$ cat src/rtl/uram_req_port.sv
// uram_req_port: turns a valid/ready read/write request stream into single-port read-first UltraRAM
//   signals and returns read data as an ordered valid/ready response stream.
// Latency: RAM drive is combinational; a read fired in cycle T shows rsp_valid in cycle
//   T+RD_LATENCY+1 when the response FIFO is empty.
// Backpressure: at most RSP_DEPTH responses may be outstanding (in flight + buffered). req_ready drops
//   when credits run out, so capture never stalls. A pop frees its credit one cycle later.
//
// Ports:
//   clk, rst                        clock, asynchronous active-high reset
//   req_valid/req_ready             request handshake; req_we=1 write, 0 read
//   req_addr, req_wdata             request address and write data
//   ram_wr_en, ram_addr, ram_din    RAM port drive (pass-through of the request)
//   ram_dout                        RAM registered read data, RD_LATENCY cycles after the address edge
//   rsp_valid/rsp_ready, rsp_data   ordered response stream
//   rsp_wr                          write-ack flag (only with URAM_REQ_PORT_WR_ACK_EN)
//
// Optional feature macro: URAM_REQ_PORT_WR_ACK_EN
//   When defined, accepted writes take a credit and return a response with rsp_wr=1 and rsp_data=0,
//   ordered with the reads. When undefined, writes are fire-and-forget and rsp_wr does not exist.

module uram_req_port #(
  parameter int DATA_WIDTH = 32,
  parameter int ADDR_WIDTH = 14,
  parameter int RD_LATENCY = 1,
  parameter int RSP_DEPTH  = 4
) (
  input  logic                  clk,
  input  logic                  rst,
  input  logic                  req_valid,
  output logic                  req_ready,
  input  logic                  req_we,
  input  logic [ADDR_WIDTH-1:0] req_addr,
  input  logic [DATA_WIDTH-1:0] req_wdata,
  output logic                  ram_wr_en,
  output logic [ADDR_WIDTH-1:0] ram_addr,
  output logic [DATA_WIDTH-1:0] ram_din,
  input  logic [DATA_WIDTH-1:0] ram_dout,
  output logic                  rsp_valid,
  input  logic                  rsp_ready,
`ifdef URAM_REQ_PORT_WR_ACK_EN
  output logic                  rsp_wr,
`endif
  output logic [DATA_WIDTH-1:0] rsp_data
);

  localparam int PW = $clog2(RSP_DEPTH);
  localparam int CW = PW + 1;
  localparam logic [CW-1:0] DEPTH_C = CW'(RSP_DEPTH);

  logic                  w_fire;
  logic                  w_expect;
  logic                  w_push;
  logic                  w_pop;
  logic [CW-1:0]         w_outstanding;
  logic [DATA_WIDTH-1:0] w_push_data;

  // One bit per in-flight request that will produce a response; bit RD_LATENCY-1 lines up
  // with valid ram_dout for that request.
  logic [RD_LATENCY-1:0] r_inflight;
  logic [DATA_WIDTH-1:0] r_mem [RSP_DEPTH];
  logic [PW-1:0]         r_wr_ptr;
  logic [PW-1:0]         r_rd_ptr;
  logic [CW-1:0]         r_count;

  assign w_fire    = req_valid & req_ready;
  assign ram_addr  = req_addr;
  assign ram_din   = req_wdata;
  assign ram_wr_en = w_fire & req_we;

`ifdef URAM_REQ_PORT_WR_ACK_EN
  // Parallel tag tracking which in-flight/buffered entries are write acks.
  logic [RD_LATENCY-1:0] r_inflight_wr;
  logic [RSP_DEPTH-1:0]  r_mem_wr;

  assign w_expect    = w_fire;
  assign w_push_data = r_inflight_wr[RD_LATENCY-1] ? '0 : ram_dout;
  assign rsp_wr      = r_mem_wr[r_rd_ptr];

  always_ff @(posedge clk or posedge rst) begin
    if (rst) begin
      r_inflight_wr <= '0;
      r_mem_wr      <= '0;
    end else begin
      r_inflight_wr[0] <= w_fire & req_we;
      for (int i = 1; i < RD_LATENCY; i++) begin
        r_inflight_wr[i] <= r_inflight_wr[i-1];
      end
      if (w_push) begin
        r_mem_wr[r_wr_ptr] <= r_inflight_wr[RD_LATENCY-1];
      end
    end
  end
`else
  assign w_expect    = w_fire & ~req_we;
  assign w_push_data = ram_dout;
`endif

  // Credits in use: responses still in the RAM pipeline plus those already buffered.
  always_comb begin
    w_outstanding = r_count;
    for (int i = 0; i < RD_LATENCY; i++) begin
      w_outstanding = w_outstanding + CW'(r_inflight[i]);
    end
  end

  // Only registered state feeds req_ready, so a pop this cycle frees its credit next cycle.
  assign req_ready = ~rst & (w_outstanding < DEPTH_C);

  assign w_push    = r_inflight[RD_LATENCY-1];
  assign rsp_valid = (r_count != '0);
  assign w_pop     = rsp_valid & rsp_ready;
  assign rsp_data  = r_mem[r_rd_ptr];

  always_ff @(posedge clk or posedge rst) begin
    if (rst) begin
      r_inflight <= '0;
      r_wr_ptr   <= '0;
      r_rd_ptr   <= '0;
      r_count    <= '0;
      for (int i = 0; i < RSP_DEPTH; i++) begin
        r_mem[i] <= '0;
      end
    end else begin
      r_inflight[0] <= w_expect;
      for (int i = 1; i < RD_LATENCY; i++) begin
        r_inflight[i] <= r_inflight[i-1];
      end
      // Capture is unconditional: the credit check guarantees room.
      if (w_push) begin
        r_mem[r_wr_ptr] <= w_push_data;
        r_wr_ptr        <= r_wr_ptr + PW'(1);
      end
      if (w_pop) begin
        r_rd_ptr <= r_rd_ptr + PW'(1);
      end
      case ({w_push, w_pop})
        2'b10:   r_count <= r_count + CW'(1);
        2'b01:   r_count <= r_count - CW'(1);
        default: r_count <= r_count;
      endcase
    end
  end

  // A push onto a full FIFO without a same-edge pop would mean the credit logic is broken.
  a_no_overflow: assert property (@(posedge clk) disable iff (rst)
    !(w_push && !w_pop && (r_count == DEPTH_C)));

endmodule

$ cat config.mk
export PLATFORM = sky130hd
export DESIGN_NAME = uram_req_port
export DESIGN_NICKNAME = d
export VERILOG_FILES = /design/src/rtl/uram_req_port.sv
export SDC_FILE = /design/constraint.sdc
export NUM_CORES = 1
export LEC_CHECK = 0
export ABC_AREA = 1
export BUFFER_PORTS_ARGS = -buffer_cell sky130_fd_sc_hd__buf_2
export CAP_MARGIN = 20
export CORE_MARGIN = 2
export CORE_UTILIZATION = 54
export CTS_CLUSTER_DIAMETER = 50
export DETAILED_ROUTE_END_ITERATION = 12
export GPL_TIMING_DRIVEN = 0
export HOLD_SLACK_MARGIN = 0.05
export PLACE_DENSITY_LB_ADDON = 0.12
export SLEW_MARGIN = 20
export SYNTH_ARGS = -nofsm -noshare
export SYNTH_HDL_FRONTEND = slang
export SYNTH_SLANG_ARGS = --single-unit
$ cat constraint.sdc
create_clock -name clk -period 6.34 [get_ports clk]
set_clock_uncertainty 0.15 [all_clocks]
set_input_delay 0.951 -clock clk [delete_from_list [all_inputs] [get_ports clk]]
set_output_delay 0.951 -clock clk [all_outputs]
set_load 0.1 [all_outputs]
After elaboration in Yosys (flattened, before gate mapping) --
Index checks and enable logic that the tools add are counted. Widths: inputs -> output; s select.
Cells by class: add/sub/neg operators 5, magnitude comparators 4, equal/unequal tests 2, muxes and demuxes 7, bitwise gates (word level) 9, reduce and logical (&&, ||, !) cells 3
Operator list (count):
- $bwmux 128 | 1
- $mux 32 | 3
- $bmux 32 s2 | 1
- $demux 32 s2 | 1
- $ge 3x3->1 const B | 2
- $not 2->3 | 2
- $pmux 3 s2 | 1
- $and 1x1->1 | 5
- $add 2x1->2 const B | 2
- $add 3x1->3 | 1
- $add 3x1->3 const B | 1
- $lt 3x1->1 const B | 1
- $lt 3x3->1 const B | 1
- $reduce_bool 3->1 | 1
- $sub 3x1->3 const B | 1
- $eq 2x1->1 const B | 1
- $eq 2x2->1 const B | 1
- $not 1->1 | 2
- $reduce_bool 2->1 | 1
- $logic_and 1x1->1 | 1
Storage, ports and cells: register bits 136, input port bits 83, output and inout port bits 81

Logic depth before layout (Yosys ltp) --
Gate-level depths: netlist of the first run.
word-level depth 6, mapped depth 10, mapped depth without buffers 10

Worst setup path after synthesis of the first run --
OpenSTA, ideal clock, no wires.
kind in2out, from input rst, to output ram_wr_en, data arrival time 5.491 ns, data required time 5.239 ns, slack -0.252 ns, stages 3, path buffers 0, path through inv_1 > nand4_1 > nor2_1
On the way: word-level cells in the longest chain between the ends 4
Ends and longest elaborated chain:
- start, declared | line 28 | input logic rst,
- $not 1->1 | line 107 | assign req_ready = ~rst & (w_outstanding < DEPTH_C);
- $and 1x1->1 | line 107
- $and 1x1->1 | line 65 | assign w_fire = req_valid & req_ready;
- $and 1x1->1 | line 68 | assign ram_wr_en = w_fire & req_we;
- end, declared | line 34 | output logic ram_wr_en,
No other way between the ends.

Worst setup path after layout of the first run --
Same ends and word-level chain as after synthesis.

==> results.sh, run 1 <==
export IMPL_first_iter_violations=373
export IMPL_worst_pin_slew_ns=0.547
export IMPL_grt_usage_pct=27.0
export IMPL_final_common_cell="dfrtp_1"
export IMPL_hpwl_um=11900
export IMPL_maxCapViolCount=0
export IMPL_worstSkewPairLatency_ns=0.42
export IMPL_cts_max_level=4
export IMPL_start_util_pct=55.0
export IMPL_ys_seq_area_share_pct=49.4
export IMPL_startpoint_type="input port"
export IMPL_hold_viol=0
export IMPL_crit_family="buffers and inverters"
export IMPL_ant_nets=0
export IMPL_syn_avg_cell_area_um2=9.56
export IMPL_num_rows=41
export IMPL_grt_remaining_overflow=0
export IMPL_cts_sinks=136
export IMPL_relSlewSlack_pct=63.5
export IMPL_clk_pin_slew_ns=0.05
export IMPL_die_area_mm2=0.0137
export IMPL_diodes=0
export IMPL_cts_buffers=17
export IMPL_final_setup_viol_count=0
export IMPL_fin_nets=950
export IMPL_most_common_layout_cells="dfrtp_1 (136), nand2_1 (133), buf_2 (124)"
export IMPL_routed_wl_um=17600
export IMPL_port_buffers=117
export IMPL_rsz0062_at_grt="false"
export IMPL_maxSlewViolCount=0
export IMPL_antenna_found_initial=0
export IMPL_grt_pass1_vias=5446
export IMPL_cp_common_cell="buf_2"
export IMPL_hold_path_class="reg -> reg"
export IMPL_ys_ff_latch=136
export IMPL_cts_resized=0
export IMPL_fin_setup_tns_ns=0
export IMPL_ys_warn_count=0
export IMPL_postCtsHoldBufs=0
export IMPL_postCtsSetupBuffers=0
export IMPL_die_h_um=117
export IMPL_ys_types=25
export IMPL_cts_tree="done"
export IMPL_critPathBufInv=3
export IMPL_fp_dieW_um=117
export IMPL_area_growth_syn_to_layout_pct=21.6
export IMPL_routed_via_count=5621
export IMPL_drc=0
export IMPL_clockRootBuffer="clkbuf_16"
export IMPL_synth_xor_area_share_pct=0.508
export IMPL_cp_required_ns=5.24
export IMPL_detail_route_vias_per_cell=5.37
export IMPL_cts_buffer_depth=2
export IMPL_crit_slowest_cell="clkinvlp_4"
export IMPL_critical_path_class="in -> out"
export IMPL_grt_max_degree=37
export IMPL_synth_compound_area_share_pct=22.3
export IMPL_endpoint_kind="primary output"
export IMPL_cp_arrival_ns=2.20
export IMPL_grt_pass1_wl_um=27600
export IMPL_syn_inst=721
export IMPL_synth_adder_area_share_pct=1.20
export IMPL_status="finished clean"
export IMPL_syn_cell_area_mm2=0.00689
export IMPL_synthMuxAreaShare_pct=0
export IMPL_post_route_period_util_pct=52.0
export IMPL_gp_congestion=0.786
export IMPL_crit_chain="buf_2 -> clkinvlp_4 -> nand4_1 -> nor2_1 -> buf_2"
export IMPL_syn_num_nets=810
export IMPL_core_area_mm2=0.0125
export IMPL_routedWlPerCell_um=16.8
export IMPL_critPathMaxStageDelay_ns=0.45
export IMPL_io_pins=164
export IMPL_critPathMaxFanout=24
export IMPL_dr_pass1_iters=5
export IMPL_synth_simple_area_share_pct=12.9
export IMPL_period_minus_slack_ns=3.30
export IMPL_drive_above_1_share_pct=39.8
export IMPL_synth_top_family_by_area="compound AO/OA/AOI/OAI gates"
export IMPL_clock_fmax_mhz=303
worst reg2reg max path, stage by stage, from the launching register on:
cell	delay, ns
dfrtp_1	0.43
inv_2	0.08
nand3_2	0.09
nand2_2	0.09
inv_1	0.11
ha_1	0.15
inv_1	0.07
fa_1	0.39
or2_2	0.31
nand2_1	0.08
xor2_1	0.15
area by class of cell:
| class | count | area, µm² |
|---|---|---|
| buffer | 91 | 779 |
| inverter | 44 | 169 |
| clock buffer | 25 | 515 |
| tap | 172 | 215 |
| sequential | 136 | 3400 |
| multi-input combinational | 450 | 2540 |
| clock inverter | 7 | 88.8 |
| fill | 1040 | 4140 |
| timing repair buffer | 121 | 666 |
logic make-up (layout without fill, tap and decap cells):
group | count (synthesis) | after routing
buffers and inverters | 135 | 288
XOR/XNOR | 4 | 4
AND/OR/NAND/NOR | 212 | 212
flip-flops | 136 | 136
AO/OA/AOI/OAI | 228 | 228
adder cells (fa/ha/maj) | 6 | 6
per-stage QoR:
step	utilization (%)	cells	setup slack (ns)	cell area (µm²)	hold slack [ns]
floorplan	-	721	1.29	6890	0.300
global placement	61.5	1010	0.608	7690	0.309
detailed placement	62.1	1014	2.97	7770	0.313
CTS	66.9	1046	2.97	8380	0.327
global route	66.9	1046	2.86	8380	0.343
finish	66.9	1046	3.04	8380	0.324
cells in the mapped netlist:
cell | count | area share [%]
dfrtp_1 | 136 | 49
nand2_1 | 133 | 7.2
o21ai_2 | 95 | 12
nor2_1 | 67 | 3.6
o21ai_0 | 57 | 4.1
buf_4 | 52 | 5.7
o21ai_1 | 43 | 3.1
inv_1 | 41 | 2.2
o22ai_1 | 32 | 2.9
buf_6 | 29 | 4.7
buf_2 | 7 | 0.51
ha_1 | 5 | 0.91
nand2_8 | 4 | 1.2
inv_2 | 3 | 0.16
xor2_1 | 3 | 0.38
clkbuf_1 | 2 | 0.11
nand2_2 | 2 | 0.18
nand3_2 | 2 | 0.29
nand4_1 | 2 | 0.18
a21oi_1 | 1 | 0.073
buf_12 | 1 | 0.29
fa_1 | 1 | 0.29
nand3_1 | 1 | 0.073
or2_2 | 1 | 0.091
xnor2_1 | 1 | 0.13
sequential cells by signal (all words and copies together), names as in the netlist:
| signal | flops |
|---|---|
| r_count | 3 |
| r_inflight | 1 |
| r_mem | 128 |
| r_rd_ptr | 2 |
| r_wr_ptr | 2 |
worst paths after layout:
| check | start | end | slack (ns) | depth (start not counted) |
|---|---|---|---|---|
| hold reg to reg | r_mem[42] | r_mem[42] | 0.32 | 2 |
| min in group asynchronous | rst | r_wr_ptr[0] | 0.44 | 2 |
| max in group asynchronous | rst | r_mem[56] | 4.66 | 5 |
| setup reg to reg | r_count[0] | r_count[2] | 4.18 | 10 |
| hold / removal | r_mem[42] | r_mem[42] | 0.32 | 2 |
| setup / recovery | rst | ram_wr_en | 3.04 | 5 |
layer usage:
metal | vias to the layer above | part of all wire (%) | global-route usage [%]
li1 | 2630 | - | -
met1 | 2755 | 43 | 35.4
met2 | 217 | 50 | 45.4
met3 | 19 | 6.0 | 6.54
met4 | 0 | 1.1 | 7.14
met5 | - | 0 | 0
Power of run 1 is not shown: default switching activity piles up to over one toggle a cycle in this logic, so the estimate is an artifact.
==> run 2: changes to the inputs <==
--- a/config.mk
+++ b/config.mk
@@ -9,7 +9,7 @@
 export BUFFER_PORTS_ARGS = -buffer_cell sky130_fd_sc_hd__buf_2
 export CAP_MARGIN = 20
 export CORE_MARGIN = 2
-export CORE_UTILIZATION = 54
+export CORE_UTILIZATION = 49
 export CTS_CLUSTER_DIAMETER = 50
 export DETAILED_ROUTE_END_ITERATION = 12
 export GPL_TIMING_DRIVEN = 0
==> constraint.sdc (replaced) <==
create_clock -name clk -period 2.7 [get_ports clk]
set_clock_uncertainty 0.15 [all_clocks]
set_input_delay 0.405 -clock clk [delete_from_list [all_inputs] [get_ports clk]]
set_output_delay 0.405 -clock clk [all_outputs]
set_load 0.1 [all_outputs]
==> results.sh, run 2 (synthesized netlist as in run 1, its figures left out) <==
export IMPL_rsz0062_at_grt="false"
export IMPL_hp_start="req_valid"
export IMPL_routed_wl_um=18100
export IMPL_cts_max_level=4
export IMPL_die_area_mm2=0.0150
export IMPL_timing_rr_start="r_count[0]"
export IMPL_cts_sinks=136
export IMPL_postCtsSetupBuffers=0
export IMPL_critPathMaxFanout=10
export IMPL_maxSlewViolCount=0
export IMPL_diodes=0
export IMPL_clockRootBuffer="clkbuf_16"
export IMPL_ant_nets=0
export IMPL_fin_area_mm2=0.00872
export IMPL_hold_viol=0
export IMPL_clk_pin_slew_ns=0.06
export IMPL_dpl_instance_area_mm2=0.00799
export IMPL_final_common_cell="dfrtp_1"
export IMPL_cp_required_ns=2.14
export IMPL_maxCapViolCount=0
export IMPL_largest_register="r_mem"
export IMPL_worstSkewPairLatency_ns=0.42
export IMPL_endpoint_kind="primary output"
export IMPL_fin_nets=953
export IMPL_gp_congestion=0.765
export IMPL_antenna_found_initial=0
export IMPL_critical_path_class="reg -> out"
export IMPL_grt_remaining_overflow=0
export IMPL_drive_above_1_share_pct=44.0
export IMPL_drc=0
export IMPL_routed_via_count=5606
export IMPL_io_pins=164
export IMPL_worst_pin_slew_ns=0.511
export IMPL_crit_start="r_rd_ptr[1]"
export IMPL_core_area_mm2=0.0138
export IMPL_clock_fmax_mhz=382
export IMPL_grt_pass1_vias=5514
export IMPL_final_setup_viol_count=0
export IMPL_grt_max_degree=35
export IMPL_status="finished clean"
export IMPL_routedWlPerCell_um=17.1
export IMPL_reg_largest_list="r_mem (128), r_count (3)"
export IMPL_startpoint_type="register"
export IMPL_cts_tree="done"
export IMPL_most_common_layout_cells="dfrtp_1 (136), nand2_1 (133), buf_2 (113)"
export IMPL_period_minus_slack_ns=2.62
export IMPL_cts_buffer_depth=2
export IMPL_post_route_period_util_pct=96.9
export IMPL_start_util_pct=49.8
export IMPL_dr_pass1_iters=4
export IMPL_grt_usage_pct=25.1
export IMPL_grt_pass1_wl_um=28300
export IMPL_cts_buffers=17
export IMPL_die_h_um=123
export IMPL_port_buffers=117
export IMPL_fp_dieW_um=123
export IMPL_first_iter_violations=354
export IMPL_detail_route_vias_per_cell=5.30
export IMPL_relSlewSlack_pct=66.2
export IMPL_area_growth_syn_to_layout_pct=26.6
export IMPL_hold_path_class="in -> reg"
export IMPL_num_rows=43
export IMPL_largest_reg_flops=128
export IMPL_hpwl_um=11900
export IMPL_cp_arrival_ns=2.06
-- run 2: changes by cell type in the layout (fill, tap and decap cells not counted), moves of 4 or more --
cell,change
o22ai_1,-32
buf_2,-11
o22ai_2,+32
clkbuf_1,-4
clkbuf_4,+10
-- run 2: worst max-delay path: stages, from the launching register on --
cell and delay, ns:
dfrtp_1 0.49, inv_2 0.16, buf_2 0.24, o21ai_0 0.14, o22ai_2 0.15, buf_2 0.45
-- run 2: routing by layer --
| layer | track usage, % | wire, µm | vias up |
|---|---|---|---|
| met2 | 41.6 | 9090 | 216 |
| met3 | 4.37 | 1050 | 23 |
| met4 | 9.34 | 285 | 0 |
| met1 | 33.0 | 7670 | 2734 |
| li1 | - | - | 2633 |
| met5 | 0 | 0 | - |
-- run 2: final timing paths --
check | cells after the start | slack [ns] | to
max in group asynchronous | 6 | 1.24 | r_mem[26]
setup / recovery | 5 | 0.08 | rsp_data[31]
hold reg to reg | 2 | 0.33 | r_mem[88]
setup reg to reg | 10 | 0.60 | r_count[2]
hold / removal | 3 | 0.13 | r_inflight
min in group asynchronous | 4 | 0.51 | r_count[2]
-- run 2: final cells by class --
type | instances | area [µm²]
Fill cell | 1158 | 5110
Sequential cell | 136 | 3400
Multi-Input combinational cell | 450 | 2750
Buffer | 91 | 782
Timing Repair Buffer | 124 | 733
Clock buffer | 20 | 467
Tap cell | 180 | 225
Clock inverter | 12 | 196
Inverter | 44 | 169
-- run 2: timing repair --
item / 4_1_cts / 5_1_grt
setup endpoints to repair: 1 / 20
endpoints found under the hold margin: 24 / 0
resized for setup: 1 / 14
hold buffers: 3 / 0
-- run 2: metrics by stage --
step	hold WS (ns)	setup slack, ns	instances	setup TNS [ns]	utilization [%]
after floorplan	0.300	-0.983	721	-1.46	-
after global placement	0.309	-1.97	1018	-55.48	57.2
after detailed placement	0.312	0.365	1022	0	57.8
after CTS	0.129	0.000183	1057	0	62.9
after global routing	0.160	0.00977	1057	0	63.1
final	0.134	0.0827	1057	0	63.1
Power of run 2 is left out for the same reason.
